===== src/rtl/mem_stage_sram_if.sv =====
// mem_stage_sram_if: EXE/MEM inputs, SRAM port, freeze and MEM/WB outputs of the memory stage.
// The master side is the pipeline/SRAM environment and the slave side is the memory stage.
interface mem_stage_sram_if #(
    parameter int BIT_NUMBER = 32,
    parameter int ADDR_W     = 16
) ();
    logic                  wb_en_in;
    logic                  mem_r_en_in;
    logic                  mem_w_en_in;
    logic [BIT_NUMBER-1:0] alu_result_in;
    logic [BIT_NUMBER-1:0] val_rm_in;
    logic [3:0]            dest_in;
    logic [BIT_NUMBER-1:0] sram_rdata;
    logic [ADDR_W-1:0]     sram_addr;
    logic [BIT_NUMBER-1:0] sram_wdata;
    logic                  sram_we;
    logic                  sram_en;
    logic                  freeze;
    logic                  wb_en;
    logic                  mem_r_en;
    logic [BIT_NUMBER-1:0] alu_result;
    logic [BIT_NUMBER-1:0] mem_data;
    logic [3:0]            dest;
    logic                  align_err;

    modport master (
        output wb_en_in, mem_r_en_in, mem_w_en_in, alu_result_in, val_rm_in, dest_in, sram_rdata,
        input  sram_addr, sram_wdata, sram_we, sram_en, freeze,
        input  wb_en, mem_r_en, alu_result, mem_data, dest, align_err
    );

    modport slave (
        input  wb_en_in, mem_r_en_in, mem_w_en_in, alu_result_in, val_rm_in, dest_in, sram_rdata,
        output sram_addr, sram_wdata, sram_we, sram_en, freeze,
        output wb_en, mem_r_en, alu_result, mem_data, dest, align_err
    );
endinterface


===== src/rtl/mem_stage_sram.sv =====
// mem_stage_sram: ARM pipeline memory stage with fixed-latency SRAM FSM and MEM/WB register.
// Optional misaligned-access detection and store suppression under MEM_ALIGN_CHECK_EN.
module mem_stage_sram #(
    parameter int BIT_NUMBER  = 32,
    parameter int ADDR_W      = 16,
    parameter int BASE_ADDR   = 1024,
    parameter int WAIT_CYCLES = 4
) (
    input logic             clk,
    input logic             rst,
    mem_stage_sram_if.slave bus
);
    typedef enum logic [1:0] {IDLE, BUSY, DONE} state_t;

    state_t                r_state, w_next;
    logic [3:0]            r_cnt;
    logic [BIT_NUMBER-1:0] r_rbuf;
    logic                  r_align_err;
    logic                  r_wb_en, r_mem_r_en;
    logic [BIT_NUMBER-1:0] r_alu_result, r_mem_data;
    logic [3:0]            r_dest;
    logic                  w_req, w_load, w_mis;

    assign w_req  = bus.mem_r_en_in | bus.mem_w_en_in;
    assign w_load = bus.mem_r_en_in & ~bus.mem_w_en_in;
`ifdef MEM_ALIGN_CHECK_EN
    assign w_mis = w_req & (bus.alu_result_in[1:0] != 2'b00);
`else
    assign w_mis = 1'b0;
`endif

    assign bus.sram_addr  = ADDR_W'((bus.alu_result_in - BIT_NUMBER'(BASE_ADDR)) >> 2);
    assign bus.sram_wdata = bus.val_rm_in;
    assign bus.sram_en    = r_state == BUSY;
    assign bus.sram_we    = (r_state == BUSY) & bus.mem_w_en_in & ~w_mis;
    // Gated by rst so the stall drops the moment an access is abandoned.
    assign bus.freeze     = rst & w_req & (r_state != DONE);
    assign bus.align_err  = r_align_err;
    assign bus.wb_en      = r_wb_en;
    assign bus.mem_r_en   = r_mem_r_en;
    assign bus.alu_result = r_alu_result;
    assign bus.mem_data   = r_mem_data;
    assign bus.dest       = r_dest;

    always_comb begin
        w_next = r_state;
        case (r_state)
            IDLE:    w_next = w_req ? BUSY : IDLE;
            BUSY:    w_next = (r_cnt == 4'd0) ? DONE : BUSY;
            default: w_next = IDLE;
        endcase
    end

    always_ff @(posedge clk or negedge rst) begin
        if (!rst) begin
            r_state     <= IDLE;
            r_cnt       <= 4'd0;
            r_rbuf      <= '0;
            r_align_err <= 1'b0;
        end else begin
            r_state <= w_next;
            if (r_state == IDLE && w_req)
                r_cnt <= 4'(WAIT_CYCLES - 1);
            else if (r_state == BUSY && r_cnt != 4'd0)
                r_cnt <= r_cnt - 4'd1;
            if (r_state == BUSY && r_cnt == 4'd0)
                r_rbuf <= w_mis ? '0 : bus.sram_rdata;
            if (w_mis)
                r_align_err <= 1'b1;
        end
    end

    always_ff @(posedge clk or negedge rst) begin
        if (!rst) begin
            r_wb_en      <= 1'b0;
            r_mem_r_en   <= 1'b0;
            r_alu_result <= '0;
            r_mem_data   <= '0;
            r_dest       <= 4'd0;
        end else if (bus.freeze) begin
            r_wb_en    <= 1'b0;
            r_mem_r_en <= 1'b0;
        end else begin
            r_wb_en      <= bus.wb_en_in;
            r_mem_r_en   <= w_load;
            r_alu_result <= bus.alu_result_in;
            r_dest       <= bus.dest_in;
            if (w_load)
                r_mem_data <= r_rbuf;
        end
    end
endmodule


===== src/flat_wrapper.sv =====
// flat-port wrapper written by rule: the top's interface ports become plain ports
module mem_stage_sram_flat 
#(
    parameter int BIT_NUMBER  = 32,
    parameter int ADDR_W      = 16,
    parameter int BASE_ADDR   = 1024,
    parameter int WAIT_CYCLES = 4
)
  (clk, rst, bus_wb_en_in, bus_mem_r_en_in, bus_mem_w_en_in, bus_alu_result_in, bus_val_rm_in, bus_dest_in, bus_sram_rdata, bus_sram_addr, bus_sram_wdata, bus_sram_we, bus_sram_en, bus_freeze, bus_wb_en, bus_mem_r_en, bus_alu_result, bus_mem_data, bus_dest, bus_align_err);
  mem_stage_sram_if #(.BIT_NUMBER(BIT_NUMBER), .ADDR_W(ADDR_W)) bus_i ();
  input logic clk;
  input logic rst;
  input wire logic [$bits(bus_i.wb_en_in)-1:0] bus_wb_en_in;
  input wire logic [$bits(bus_i.mem_r_en_in)-1:0] bus_mem_r_en_in;
  input wire logic [$bits(bus_i.mem_w_en_in)-1:0] bus_mem_w_en_in;
  input wire logic [$bits(bus_i.alu_result_in)-1:0] bus_alu_result_in;
  input wire logic [$bits(bus_i.val_rm_in)-1:0] bus_val_rm_in;
  input wire logic [$bits(bus_i.dest_in)-1:0] bus_dest_in;
  input wire logic [$bits(bus_i.sram_rdata)-1:0] bus_sram_rdata;
  output wire logic [$bits(bus_i.sram_addr)-1:0] bus_sram_addr;
  output wire logic [$bits(bus_i.sram_wdata)-1:0] bus_sram_wdata;
  output wire logic [$bits(bus_i.sram_we)-1:0] bus_sram_we;
  output wire logic [$bits(bus_i.sram_en)-1:0] bus_sram_en;
  output wire logic [$bits(bus_i.freeze)-1:0] bus_freeze;
  output wire logic [$bits(bus_i.wb_en)-1:0] bus_wb_en;
  output wire logic [$bits(bus_i.mem_r_en)-1:0] bus_mem_r_en;
  output wire logic [$bits(bus_i.alu_result)-1:0] bus_alu_result;
  output wire logic [$bits(bus_i.mem_data)-1:0] bus_mem_data;
  output wire logic [$bits(bus_i.dest)-1:0] bus_dest;
  output wire logic [$bits(bus_i.align_err)-1:0] bus_align_err;
  assign bus_i.wb_en_in = bus_wb_en_in;
  assign bus_i.mem_r_en_in = bus_mem_r_en_in;
  assign bus_i.mem_w_en_in = bus_mem_w_en_in;
  assign bus_i.alu_result_in = bus_alu_result_in;
  assign bus_i.val_rm_in = bus_val_rm_in;
  assign bus_i.dest_in = bus_dest_in;
  assign bus_i.sram_rdata = bus_sram_rdata;
  assign bus_sram_addr = bus_i.sram_addr;
  assign bus_sram_wdata = bus_i.sram_wdata;
  assign bus_sram_we = bus_i.sram_we;
  assign bus_sram_en = bus_i.sram_en;
  assign bus_freeze = bus_i.freeze;
  assign bus_wb_en = bus_i.wb_en;
  assign bus_mem_r_en = bus_i.mem_r_en;
  assign bus_alu_result = bus_i.alu_result;
  assign bus_mem_data = bus_i.mem_data;
  assign bus_dest = bus_i.dest;
  assign bus_align_err = bus_i.align_err;
  mem_stage_sram #(.BIT_NUMBER(BIT_NUMBER), .ADDR_W(ADDR_W), .BASE_ADDR(BASE_ADDR), .WAIT_CYCLES(WAIT_CYCLES)) u_core (.clk(clk), .rst(rst), .bus(bus_i));
endmodule

===== config.mk =====
export PLATFORM = sky130hd
export DESIGN_NAME = mem_stage_sram_flat
export DESIGN_NICKNAME = d
export VERILOG_FILES = /design/src/rtl/mem_stage_sram_if.sv /design/src/rtl/mem_stage_sram.sv /design/src/flat_wrapper.sv
export SDC_FILE = /design/constraint.sdc
export NUM_CORES = 1
export LEC_CHECK = 0
export BUFFER_PORTS_ARGS = -buffer_cell sky130_fd_sc_hd__buf_2
export CAP_MARGIN = 20
export CORE_ASPECT_RATIO = 2
export CORE_MARGIN = 5
export CORE_UTILIZATION = 30
export DETAILED_ROUTE_END_ITERATION = 10
export MAX_ROUTING_LAYER = met4
export PLACE_DENSITY_LB_ADDON = 0.12
export SLEW_MARGIN = 20
export SYNTH_ARGS = -nofsm -noshare
export SYNTH_HDL_FRONTEND = slang
export SYNTH_SLANG_ARGS = --single-unit

===== constraint.sdc =====
create_clock -name clk -period 2 [get_ports clk]
set_input_delay 0.4 -clock clk [delete_from_list [all_inputs] [get_ports clk]]
set_output_delay 0.4 -clock clk [all_outputs]
set_load 0.05 [all_outputs]

Yosys cells after proc, flatten, opt, wreduce, memory -nomap -nowiden
Cells that the tools add are included.
Storage, ports and cells
  register bits after elaboration: 108
  input bits: 105
  logic and storage cells: 34
Cells by class
  $add $sub $neg: 2
  eq/ne operators: 2
  multiplexer cells: 7
  bitwise operators: 7
  reductions and logical operators: 8
Operator list (count)
  $sub A18 B11 Y18 const B: 1
  $mux W4: 2
  $and A1 B1 Y1: 4
  $logic_not A4 Y1: 1
  $pmux W2 S2: 1
  $reduce_bool A4 Y1: 1
  $sub A4 B1 Y4 const B: 1
  $logic_and A1 B1 Y1: 3
  $mux W1: 3
  $eq A2 B1 Y1 const B: 1
  $logic_not A2 Y1: 1
  $mux W2: 1
  $ne A2 B2 Y1 const B: 1
  $not A1 Y1: 2
  $reduce_and A2 Y1: 1
  $reduce_bool A2 Y1: 1
  $or A1 B1 Y1: 1

Depth between registers and ports, before layout
Gate-level depths: netlist of run 1.
  depth after elaboration: 5
  depth in mapped cells: 7
  mapped depth without buffers: 5

Worst setup path after synthesis of run 1
No wires, ideal clock.
  kind: input-to-output
  from: input port bus_alu_result_in[10]
  to: output port bus_sram_addr[12]
  arrival time: 2.170 ns
  data required time: 1.600 ns
  path slack: -0.570 ns
  stages on the path: 5
  path through: inv_1 > ha_1 > inv_1 > or3_1 > xnor2_1
Between the ends
  word-level cells in the longest chain between the ends: 1
Ends and longest elaborated chain
  start, declared: RTL line flat_wrapper.sv:16  | input wire logic [$bits(bus_i.alu_result_in)-1:0] bus_alu_result_in;
  $sub A18 B11 Y18: RTL line mem_stage_sram.sv:32  | assign bus.sram_addr = ADDR_W'((bus.alu_result_in - BIT_NUMBER'(BASE_ADDR)) >> 2);
  end, declared: RTL line flat_wrapper.sv:20  | output wire logic [$bits(bus_i.sram_addr)-1:0] bus_sram_addr;
Every way passes these cells.

Final worst setup path of run 1
  from: input port bus_alu_result_in[15]
  to: output port bus_sram_addr[15]
The elaborated chain is that of the path after synthesis.

==> key figures, run 1 <==
Timing
  – Minimum clock period: 2.03 ns
  – Max Clk Rate: 492 MHz
  – Slew headroom: 58.0%
  – Worst Skew: 0.0107 ns
  – Period utilization: 102%
  – Worst Tran Pin Value: 0.629 ns
  – Hold Fails Final Rpt: 0
  – Final WS setup: -0.0333 ns
  – RSZ-0062 raised after global routing: yes
  – Final setup vio count: 2
  – Slew Viols, Final: 0

Status
  – Failing checks: negative setup slack
  – Status: complete, but fails checks

Power
  – Cell leakage power: 2.94 nW
  – VDD IR-drop max: 858 µV
  – Tot Pwr: 0.00940 W
  – PwrDens: 1560 mW/mm²

Critical path
  – Worst R2R Start: u_core.r_cnt[0]
  – CP cell instances: buf_6, or4_4, nor4_4, xor2_4, buf_6
  – Critical R2R Capture: u_core.r_rbuf[19]
  – R2R cell count: 6
  – Crit path kind: input port to primary output
  – Critical path origin: bus_alu_result_in[15]
  – WP data required: 1.60 ns
  – Critical Path Max Stage Delay: 0.55 ns
  – Startpoint Class: input port
  – Crit path DAT: 1.63 ns
  – CP Max Fanout: 2
  – CP Capture Type: primary output
  – Critical path's slowest cell: or4_4
  – CP Capture Point: bus_sram_addr[15]
  – Most used cell along the critical path: buf_6
  – R2r setup slk: 0.12 ns

Routing
  – Per-cell routed wire length: 16.6 µm
  – Total wire length: 10900 µm
  – DRC Markers: 0
  – DR vias: 2839
  – Initial DRC count: 33
  – ANT nets after route: 0
  – Routed vias/inst: 4.34
  – Drt first pass iters: 4

Logic synthesis
  – Synth top area cells: dfrtp_1 (58%), mux2_2 (17%), mux2_4 (9.3%), buf_4 (7.0%), buf_12 (1.3%)
  – Syn Std Cell Area: 0.00470 mm²
  – Post-synth top cells: dfrtp_1 (108), mux2_2 (72), buf_4 (44)
  – Post-synth ARST share: 100%
  – Largest family of logic cells by synthesized area: multiplexers
  – Warnings, synthesis: 0
  – Seq cells post-synth: 108
  – Xor and xnor fraction of the mapped netlist area: 0.933%
  – Synth unique cells: 29
  – Avg Inst Size Synth: 15.1 µm²
  – EDFF count, synth: 0
  – Post-Synthesis Cells: 312
  – Syn_nets: 420
  – Post-synthesis simple-gate area fraction: 2.80%
  – Predominant post-synthesis flop cell: dfrtp_1
  – Area leader, netlist: dfrtp_1
  – Post-synthesis adder-cell area fraction: 0.799%
  – Part of the Yosys area used for sequential elements: 57.6%
  – Post-synthesis compound-gate area fraction: 1.09%
  – Post-synth top area share: 57.6%
  – Post-synthesis mux area share: 27.0%
  – Count leader, synth: dfrtp_1

Cells and area
  – FF/Latch Area: 0.00270 mm²
  – Area Growth Syn to Fin: 28.5%
  – # fillers: 1525
  – ANT cells: 0
  – Fraction of layout cells with a size suffix above 1: 68.6%
  – Multi-input gate area: 0.00167 mm²
  – Nets: 559

Floorplanning
  – Row count: 64
  – Die Area: 0.0184 mm²
  – Core Region: 0.0154 mm²
  – Number of top-level pins: 227
  – Die W: 98.5 µm
  – Die extent in y: 187 µm
  – Initial Util: 30.5%

Global route
  – Initial antenna violation count: 0
  – Vias in the first global route: 3300
  – Largest net degree at the start of global routing: 107
  – Total track usage: 12.5%
  – First-pass GRT wire length: 17600 µm
  – Remaining global-route overflow: 0

Job
  – Max-Cap Viols: 0

Min path
  – Hold Path Class: input port to async pin

Clock tree
  – Clock Pin Slew Worst Setup and Hold Paths: 0.08 ns
  – Root buf cell: clkbuf_16
  – CTS tree: built
  – Longest Clk Path Bufs: 2
  – CTS buffer count: 9
  – H-tree depth: 3
  – Worst-Skew Late Latency: 0.35 ns
  – Clk sink count: 108

Place
  – Dpl hpwl: 8090 µm
  – RePlAce Congestion: 0.813
  – Pre-CTS setup slack: -0.238 ns
  – Port Buffer Count: 161
==> final cells by class <==
cell class	instances	area share (%)
Clock inverter	6	1.16
Inverter	10	0.684
Tap cell	198	4.11
Clock buffer	10	3.96
Timing Repair Buffer	180	17.6
Sequential cell	108	44.8
Multi-Input combinational cell	142	27.7
==> per-stage QoR <==
step	instances	utilization (%)	TNS, ns	cell area, µm²	hold WS [ns]
floorplan	312	-	-0.0896	4800	0.104
global placement	635	36.5	-0.607	5620	0.232
detailed placement	635	36.5	-0.661	5620	0.232
CTS	654	39.2	-0.209	6020	0.237
global route	654	39.2	-0.109	6030	0.245
finish	654	39.2	-0.0400	6030	0.143
==> logic make-up (layout without fill, tap and decap cells) <==
logic type	count (synthesis)	after routing
fa+ha+maj	3	3
compound gates	8	8
simple gates	22	22
other cells	1	1
buf+inv	62	206
flops	108	108
mux	103	103
xor+xnor	5	5
==> report_power, final <==
part,total (W),internal (W),switching (W),leakage [nW]
registers,0.00345,0.00302,0.000438,1.27
clock network,0.00185,0.00102,0.000826,0.154
logic,0.00410,0.00152,0.00258,1.52
==> flip-flops by register name (all words and copies together) (netlist names) <==
signal / cells
u_core.r_state: 2
u_core.bus.mem_r_en: 1
u_core.r_rbuf: 32
u_core.bus.alu_result: 32
u_core.r_cnt: 4
u_core.bus.dest: 4
u_core.bus.wb_en: 1
u_core.bus.mem_data: 32
==> worst min-delay path by stage <==
stage               from                        to  slack, ns  depth (start not counted)
floorplan            rst  u_core.bus.alu_result[0]       0.10                          0
global placement     rst         u_core.r_state[1]       0.23                          1
detailed placement   rst         u_core.r_state[1]       0.23                          1
CTS                  rst         u_core.r_rbuf[12]       0.24                          2
global route         rst         u_core.r_rbuf[12]       0.24                          2
finish               rst         u_core.r_rbuf[12]       0.14                          2
==> critical path, delay by kind of cell <==
family | cells | cell delay, ns
simple gates | 2 | 0.80
buf+inv | 2 | 0.26
xor+xnor | 1 | 0.17
==> layer usage <==
metal  track usage [%]  share of wire, %  vias up
met4              4.63               1.6        0
met2              22.8                57      109
met3              3.96               6.7       11
met5                 -                 0        -
li1                  -                 -     1304
met1              12.2                34     1415
==> placed cells by master, fill, tap and decap left out, types with 2 or more instances in the layout <==
cell,count
buf_2,152
dfrtp_1,108
mux2_2,72
mux2_4,29
buf_4,13
buf_6,10
inv_1,9
clkbuf_16,9
buf_12,4
xor2_4,3
nand2_1,3
ha_1,3
inv_6,3
or4_4,2
nand2b_1,2
nor2_1,2
o21ai_0,2
and2_1,2
a21boi_0,2
a21oi_1,2
mux2i_1,2
==> repair_timing <==
action / 4_1_cts / 5_1_grt
endpoints found under the setup margin: 5 / 6
pin swaps: 6 / 3
resized for setup: 19 / 3
buffers inserted: 2 / 0
endpoints found under the hold margin: 2 / 0
hold buffers: 1 / 0
Power figures use the tool's default switching activity.
==> inputs of run 2 (changes only) <==
- CTS_BUF_LIST: not set -> sky130_fd_sc_hd__clkbuf_16
==> run 2 against run 1 <==
The run still ends with negative setup slack left. Critical endpoint unchanged. Global-route usage hardly changed. Fmax stayed put. Combinational power hardly changed. Final cell count stayed put. Non-clock buffer count stayed put. Clock power is 3% lower. Clock-buffer cell count is 1 lower. Highest routed layer unchanged. Flip-flop and latch count stayed put.
==> key figures, run 2 (same netlist as run 1, synthesis figures left out) <==
Status
  – Status: complete, but fails checks
  – Failing checks: negative setup slack

Critical path
  – CP Max Fanout: 2
  – CP Capture Type: primary output
  – Startpoint Class: input port
  – Crit path kind: input port to primary output
  – Crit path DAT: 1.63 ns
  – WP data required: 1.60 ns

Place
  – RePlAce Congestion: 0.813
  – Pre-CTS setup slack: -0.238 ns
  – Dpl hpwl: 8090 µm
  – Post-Place Cells: 635
  – Port Buffer Count: 161

Clock tree
  – CTS tree: built
  – Longest Clk Path Bufs: 2
  – Root buf cell: clkbuf_16
  – H-tree depth: 3
  – Clk sink count: 108
  – Clock Pin Slew Worst Setup and Hold Paths: 0.08 ns
  – CTS buffer count: 9
  – Worst-Skew Late Latency: 0.35 ns

Routing
  – DR vias: 2837
  – Initial DRC count: 37
  – ANT nets after route: 0
  – Drt first pass iters: 3
  – Per-cell routed wire length: 16.6 µm
  – Total wire length: 10900 µm
  – Routed vias/inst: 4.34
  – DRC Markers: 0

Power
  – PwrDens: 1550 mW/mm²
  – Cell leakage power: 2.94 nW
  – VDD IR-drop max: 809 µV
  – Tot Pwr: 0.00936 W

Floorplanning
  – Row count: 64
  – Die W: 98.5 µm
  – Die extent in y: 187 µm
  – Die Area: 0.0184 mm²
  – Initial Util: 30.5%
  – Number of top-level pins: 227
  – Core Region: 0.0154 mm²

Cells and area
  – Post-route insts no fill: 654
  – Multi-input gate area: 0.00167 mm²
  – Most frequent cells in the layout: buf_2 (152), dfrtp_1 (108), mux2_2 (72), mux2_4 (29), buf_4 (13)
  – Nets: 559
  – Fraction of layout cells with a size suffix above 1: 68.4%
  – ANT cells: 0
  – Area Growth Syn to Fin: 28.3%
  – # fillers: 1527
  – FF/Latch Area: 0.00270 mm²
  – Commonest non-fill, non-tap cell in the layout: buf_2

Global route
  – Vias in the first global route: 3299
  – Remaining global-route overflow: 0
  – Total track usage: 12.5%
  – First-pass GRT wire length: 17500 µm
  – Largest net degree at the start of global routing: 107
  – Initial antenna violation count: 0

Timing
  – Slew Viols, Final: 0
  – Minimum clock period: 2.03 ns
  – Period utilization: 102%
  – Final setup vio count: 2
  – Final WS setup: -0.0333 ns
  – Setup TNS Final: -0.0400 ns
  – Worst hold margin: 0.143 ns
  – Worst Skew: 0.00864 ns
  – Worst Tran Pin Value: 0.628 ns
  – Hold Fails Final Rpt: 0
  – RSZ-0062 raised after global routing: yes
  – Slew headroom: 58.1%
  – Max Clk Rate: 492 MHz

Min path
  – Hold Path Class: input port to async pin

Job
  – Max-Cap Viols: 0
run 2: cell count changes in the layout (fill, tap and decap cells not counted), sizes merged:
cell,change
clkinv,+1
clkbuf,-1
run 2: cell type report:
type	count	area share, %
Timing Repair Buffer	180	17.6
Sequential cell	108	44.9
Tap cell	198	4.11
Inverter	10	0.685
Clock buffer	9	3.74
Clock inverter	7	1.23
Multi-Input combinational cell	142	27.8
run 2: final timing paths:
| kind | depth (start not counted) | slack [ns] | to | from |
|---|---|---|---|---|
| worst max-delay path | 5 | -0.03 | bus_sram_addr[15] | bus_alu_result_in[15] |
| worst min-delay path | 2 | 0.14 | u_core.r_rbuf[12] | rst |
| worst max register to register | 6 | 0.12 | u_core.r_rbuf[19] | u_core.r_cnt[0] |
| worst min register to register | 1 | 0.50 | u_core.bus.alu_result[21] | u_core.bus.alu_result[21] |
| max in group asynchronous | 2 | 1.32 | u_core.bus.mem_data[17] | rst |
| min in group clk | 2 | 0.27 | u_core.bus.wb_en | bus_wb_en_in |
run 2: report_power, final:
group | switching, W | total (W) | internal [W]
logic | 0.00258 | 0.00410 | 0.00152
clock network | 0.000822 | 0.00180 | 0.000981
registers | 0.000437 | 0.00345 | 0.00302
total | 0.00384 | 0.00936 | 0.00552
run 2: what timing repair did:
item / 4_1_cts / 5_1_grt
endpoints found under the hold margin: 2 / 0
gates resized for setup: 19 / 3
cloned: 0 / 0
pin swaps: 6 / 3
hold buffers: 1 / 0
setup buffers: 2 / 0
endpoints found under the setup margin: 5 / 6
run 2: per-stage QoR:
stage                     util (%)  cell area (µm²)
after global routing          39.2             6020
after detailed placement      36.5             5620
after global placement        36.5             5620
after CTS                     39.1             6010
after floorplan                  -             4800
final                         39.2             6020
run 2: metal layers:
metal	vias up	wire [µm]	global-route usage, %	share of wire (%)
li1	1305	-	-	-
met1	1412	3720	12.2	34
met2	109	6230	22.8	57
met3	11	732	3.96	6.7
met4	0	172	4.63	1.6
met5	-	0	-	0
run 2: critical path: stages:
cell and delay (ns):
buf_6 0.09, or4_4 0.55, nor4_4 0.25, xor2_4 0.17
buf_6 0.17
